<file path="config.mk">
export PLATFORM = sky130hd
export DESIGN_NAME = prga
export DESIGN_NICKNAME = d
export VERILOG_FILES = /design/src/rtl/prga.sv
export SDC_FILE = /design/constraint.sdc
export NUM_CORES = 1
export LEC_CHECK = 0
export BUFFER_PORTS_ARGS = -buffer_cell sky130_fd_sc_hd__buf_2
export CAP_MARGIN = 20
export CORE_UTILIZATION = 45
export CTS_CLUSTER_DIAMETER = 30
export DETAILED_ROUTE_END_ITERATION = 7
export PLACE_DENSITY = 0.66
export SLEW_MARGIN = 25
export SYNTH_ARGS = -nofsm -noshare
export SYNTH_HDL_FRONTEND = slang
export SYNTH_SLANG_ARGS = --single-unit
</file>
<file path="constraint.sdc">
create_clock -name clk -period 6.46 [get_ports clk]
set_clock_uncertainty 0.2 [all_clocks]
set_input_delay 1.615 -clock clk [delete_from_list [all_inputs] [get_ports clk]]
set_output_delay 1.615 -clock clk [all_outputs]
set_load 0.05 [all_outputs]
</file>
<file path="src/rtl/prga.sv">
// prga: RC4 pseudo-random generation stage; XORs CT with the keystream into PT.
// Optional keystream tap ports (ks_byte/ks_valid) enabled by PRGA_KS_TAP_EN.
module prga #(
   parameter int MSG_AW = 8
) (
   input  logic              clk,
   input  logic              rst_n,
   input  logic              en,
   output logic              rdy,
   output logic [7:0]        s_addr,
   input  logic [7:0]        s_rddata,
   output logic [7:0]        s_wrdata,
   output logic              s_wren,
   output logic [MSG_AW-1:0] ct_addr,
   input  logic [7:0]        ct_rddata,
   output logic [MSG_AW-1:0] pt_addr,
   output logic [7:0]        pt_wrdata,
   output logic              pt_wren
`ifdef PRGA_KS_TAP_EN
   ,
   output logic [7:0]        ks_byte,
   output logic              ks_valid
`endif
);

   typedef enum logic [3:0] {
      IDLE   = 4'd0,
      RD_LEN = 4'd1,
      LD_LEN = 4'd2,
      RD_I   = 4'd3,
      CALC   = 4'd4,
      RD_J   = 4'd5,
      WR_J   = 4'd6,
      WR_I   = 4'd7,
      RD_PAD = 4'd8,
      XOR    = 4'd9
   } state_t;

   state_t            state_q, state_d;
   logic [7:0]        i_q, i_d;
   logic [7:0]        j_q, j_d;
   logic [MSG_AW-1:0] k_q, k_d;
   logic [7:0]        len_q, len_d;
   logic [7:0]        si_q, si_d;
   logic [7:0]        sj_q, sj_d;

   always_comb begin
      state_d = state_q;
      i_d     = i_q;
      j_d     = j_q;
      k_d     = k_q;
      len_d   = len_q;
      si_d    = si_q;
      sj_d    = sj_q;
      case (state_q)
         IDLE: begin
            i_d = 8'd0;
            j_d = 8'd0;
            k_d = MSG_AW'(1);
            if (en) state_d = RD_LEN;
         end
         RD_LEN: state_d = LD_LEN;
         LD_LEN: begin
            len_d   = ct_rddata;
            state_d = (ct_rddata == 8'd0) ? IDLE : RD_I;
         end
         RD_I: begin
            i_d     = i_q + 8'd1;
            state_d = CALC;
         end
         CALC: begin
            si_d    = s_rddata;
            j_d     = j_q + s_rddata;
            state_d = RD_J;
         end
         RD_J: state_d = WR_J;
         WR_J: begin
            sj_d    = s_rddata;
            state_d = WR_I;
         end
         WR_I:   state_d = RD_PAD;
         RD_PAD: state_d = XOR;
         XOR: begin
            k_d     = k_q + MSG_AW'(1);
            // k stops at len, so an 8-bit len never overflows k
            state_d = (k_q == MSG_AW'(len_q)) ? IDLE : RD_I;
         end
         default: state_d = IDLE;
      endcase
   end

   always_comb begin
      rdy       = 1'b0;
      s_addr    = 8'd0;
      s_wrdata  = 8'd0;
      s_wren    = 1'b0;
      ct_addr   = '0;
      pt_addr   = '0;
      pt_wrdata = 8'd0;
      pt_wren   = 1'b0;
      case (state_q)
         IDLE: rdy = 1'b1;
         LD_LEN: begin
            pt_wrdata = ct_rddata;
            pt_wren   = 1'b1;
         end
         RD_I: s_addr = i_q + 8'd1;
         RD_J: s_addr = j_q;
         WR_J: begin
            s_addr   = j_q;
            s_wrdata = si_q;
            s_wren   = 1'b1;
         end
         WR_I: begin
            s_addr   = i_q;
            s_wrdata = sj_q;
            s_wren   = 1'b1;
         end
         RD_PAD: begin
            s_addr  = si_q + sj_q;
            ct_addr = k_q;
         end
         XOR: begin
            pt_addr   = k_q;
            pt_wrdata = s_rddata ^ ct_rddata;
            pt_wren   = 1'b1;
         end
         default: ;
      endcase
   end

`ifdef PRGA_KS_TAP_EN
   always_comb begin
      ks_valid = (state_q == XOR);
      ks_byte  = (state_q == XOR) ? s_rddata : 8'd0;
   end
`endif

   always_ff @(posedge clk or negedge rst_n) begin
      if (!rst_n) begin
         state_q <= IDLE;
         i_q     <= 8'd0;
         j_q     <= 8'd0;
         k_q     <= '0;
         len_q   <= 8'd0;
         si_q    <= 8'd0;
         sj_q    <= 8'd0;
      end else begin
         state_q <= state_d;
         i_q     <= i_d;
         j_q     <= j_d;
         k_q     <= k_d;
         len_q   <= len_d;
         si_q    <= si_d;
         sj_q    <= sj_d;
      end
   end

endmodule
</file>
# Word level (Yosys, flattened, before mapping)
# Cells that the tools add are included.
# word_totals
ff_bits,52
output_inout_bits,43
# op_classes
addsub,4
n_eq_ne,11
muxes,15
bitwise_logic,1
reduce_logical,8
# op_table
operator,count
$pmux 8 s2,5
$pmux 4 s10,1
$pmux 8 s4,1
$add 8x1->8 const B,2
$add 8x8->8,2
$eq 4x3->1 const B,4
$mux 8,2
$eq 4x2->1 const B,2
$eq 4x4->1 const B,2
$eq 8x8->1,1
$logic_not 8->1,1
$xor 8x8->8,1
$reduce_bool 2->1,3
$reduce_or 2->1,3
$eq 4x1->1 const B,1
$logic_not 4->1,1
$mux 2,2
$mux 4,1
$mux 1,3
$ne 2x2->1 const B,1

# Depth between registers and ports, before layout
# logic_depth
ltp_word,3
ltp_mapped,8
depth_no_buf,8

# Worst setup path before layout
# Ideal clock, no wire load.
# synth_timing
path_type,in2out
from,input s_rddata[7]
to,output pt_wrdata[7]
arrival_ps,3010
slack_ps,1635
path_stages,3
n_path_buf,1
cell_sequence,clkbuf_1 -> nand2_1 -> o21ai_0
# synth_via
elab_chain_len,2
# synth_rtl
item,line_no,source
from (decl),11,"input logic [7:0] s_rddata,"
$xor 8x8->8,125,pt_wrdata = s_rddata ^ ct_rddata;
$pmux 8 s2,101,case (state_q)
to (decl),17,"output logic [7:0] pt_wrdata,"
# Every way passes these cells.

# Worst setup path after layout
# layout_timing
from,register state_q[2]
to,output s_addr[6]
# layout_via
elab_chain_len,3
# layout_rtl
item,line_no,source
from (decl),39,"state_t state_q, state_d;"
from (signal assigned),149,state_q <= state_d;
$eq 4x3->1,101,
$reduce_or 2->1 (no source line),-,
$pmux 8 s4 *,101,
to (decl),10,"output logic [7:0] s_addr,"
# Every way passes the cells marked *; elsewhere a longest branch is shown, timed or not.

==> metrics.txt <==
run status finished, final reports clean; gr ovfl total 0; Layout area overhead 13.8%; RSZ-0062 raised after global routing false; die span in x between 90 and 100 um; number of synthesized register bits 52; worst-path cell chain nand2b_1 -> nor2_2 -> a22oi_1 -> o21ai_0 -> a211o_1 -> buf_2; most frequent cells in the layout buf_2 (61), dfrtp_1 (52), o21ai_0 (48), nand2_1 (34), nor2_1 (29); Max Cap Violations 0; Psw 0.914 mW; Rel. slew slack 44.9%; CP peak stage delay 0.62 ns; post-CTS sizing 0; required time worst endpoint 4.64 ns; leakage power 1.85 nW; num rows 31; Hold Startpoint i_q[7]; Max rail drop VDD 0.258 mV; Final Hold Vio Count 0; Starting Density 47.5%; Die Span Y roughly 90 um; drt via density 5.51; # hold bufs at CTS 0; non-filler cells, final roughly 540; ranking of synthesized cells by area dfrtp_1 (37%), mux2_2 (7.4%), o21ai_0 (6.9%); Total Neg Setup Slack 0 ns; Main synth FF type dfrtp_1; fin crit share approximately two thirds; CTS Root Cell clkbuf_8; Power Density 467 mW/mm2; most common cell after layout, fill and taps aside buf_2; fmax 0.232 GHz; RD Place Congestion roughly 0.8; Clock power frac 10.5%; Final ANT Viol Nets 0; clk buf depth 2; Buf+Inv Stages, Crit Path 1; post-synthesis sequential area ratio 37.2%; Worst path depth 6; Critical path origin state_q[2]; mean area per synthesized cell 9.06 um2; Power Internal between 0.9 and 1 mW; Starting DRT DRC Count 154; worst slew pin tran slightly above 0.8 ns; CP Max Fanout 15; min Tclk post-route 4.31 ns; fin util 54.0%; Critical Path AT 2.49 ns; DRT Pass-1 Iters 4; Vias ~3.0k; worst reg2reg startpoint state_q[2]; Synth Instances approximately 390; Async S/R FF share, synth 100%; crit path launch type register; PortBufs 61; TritonCTS buffer count 5; R2R depth 5; DIE AREA 0.00813 mm2; GRT Util Overall 22.3%; Post-Syn Area 0.00350 mm2; synth unique cells 49; worst hold path depth 1; Post-CTS Repair Setup Buffers 0; nets@finish 479; DRT Wirelength 8570 um; CTS H-tree depth 2; syn nets 423; largest net degree at the start of global routing 53; Synth area leader dfrtp_1; routed len/inst 15.8 um; Remaining DRCs 0; # IOs 62; Final HPWL DP about 6400 um; Worst Setup End Kind output port; diode count 0; antenna violations before repair 0; vias in the first global route roughly 2.8k; Net Sw Frac 49.2%; final-report setup violation count 0; Post-synth EDFFs 0; core area approximately 0.0074 mm2; global-route wire length before repair 14,400 um; Worst Setup Path Type register to output port; ratio of cells with drive above 1 in the final layout a little under a quarter; CTS tree done; Worst Hold Class register to register; Worst path slowest cell dfrtp_1; clk_lat worst skew a little over 0.3 ns; post-synth top area share about 37%; YS warnings 0; Slew Limit Fails 0; Comb pwr share 57.7%; Filler Cells Inserted 709; Placed Instances 534; total clock sinks 52; part of the power in registers 31.7%; clock slew at reported path FFs 0.10 ns; family with the most delay on the worst path simple AND/OR/NAND/NOR gates
==> worst paths after layout <==
kind                             end  slack (ns)
max reg2reg                   k_q[7]        4.06
min                           i_q[7]        0.33
max                        s_addr[6]        2.15
min reg2reg                   i_q[7]        0.33
min in group asynchronous    si_q[1]        1.21
max in group asynchronous     i_q[4]        4.39
==> cell usage after synthesis (7+ instances only) <==
library cell and n:
a21oi_1 20, a22o_1 17, and2_1 18, buf_2 8, dfrtp_1 52, ha_1 16, inv_1 9, mux2_2 23
nand2_1 34, nand2b_1 8, nand3_1 13, nor2_1 30, nor3_1 7, o21ai_0 48, xnor2_1 13
==> worst register-to-register path: cells and delay by family, from the launching register on <==
kind | cells | cell delay (ns)
multiplexers | 1 | 0.17
flip-flops | 1 | 0.54
AND/OR/NAND/NOR | 4 | 1.42
==> cell families (layout without fill, tap and decap cells) <==
| family | after synthesis | after routing | share of synthesized area, % |
|---|---|---|---|
| flops | 52 | 52 | 37.2 |
| xor+xnor | 18 | 18 | 4.51 |
| fa+ha+maj | 18 | 18 | 6.87 |
| compound gates | 109 | 109 | 19.4 |
| simple gates | 138 | 138 | 20.3 |
| buf+inv | 24 | 81 | 3.18 |
| mux | 27 | 27 | 8.55 |
==> through the flow <==
step | cell area, um2 | power, mW | hold WS, ns | worst slack [ns]
3_3_place_gp | 3870 | 1.63 | 0.311 | 2.26
3_5_place_dp | 3870 | 1.66 | 0.321 | 2.24
6_report | 3980 | 1.86 | 0.335 | 2.15
5_1_grt | 3980 | 2.01 | 0.352 | 1.94
2_1_floorplan | 3500 | 1.42 | 0.276 | 1.63
4_1_cts | 3970 | 1.86 | 0.334 | 1.89
==> flip-flops by register name (all words and copies together) (netlist names) <==
register and flops:
i_q 8, j_q 8, k_q 8, len_q 8, si_q 8, sj_q 8
state_q 4
==> routing by layer <==
metal  vias up  track usage (%)  wire (um)
li1       1508                -          -
met1      1420             31.9       4220
met2        57             35.8       4020
met3         2             2.88        283
met4         0             5.51         36
met5         -                0          0
==> cell type report <==
cell class                 count  area [um2]  share of cell area, %
clock buffer                   7        86.3                   2.17
sequential                    52        1300                   32.7
timing repair buffer          64         328                   8.24
clock inverter                 1        7.51                  0.189
multi-input combinational    310        2100                   52.8
inverter                       9        33.8                  0.849
tap                           99         124                   3.11
==> power by group through the flow <==
stage / clock network [mW] / logic (mW) / registers [mW]
3_3_place_gp: 0 / 1.05 / 0.583
3_5_place_dp: 0 / 1.07 / 0.589
4_1_cts: 0.206 / 1.07 / 0.583
5_1_grt: 0.215 / 1.18 / 0.612
2_1_floorplan: 0 / 0.892 / 0.528
6_report: 0.195 / 1.07 / 0.590
Power figures use the tool's default switching activity.
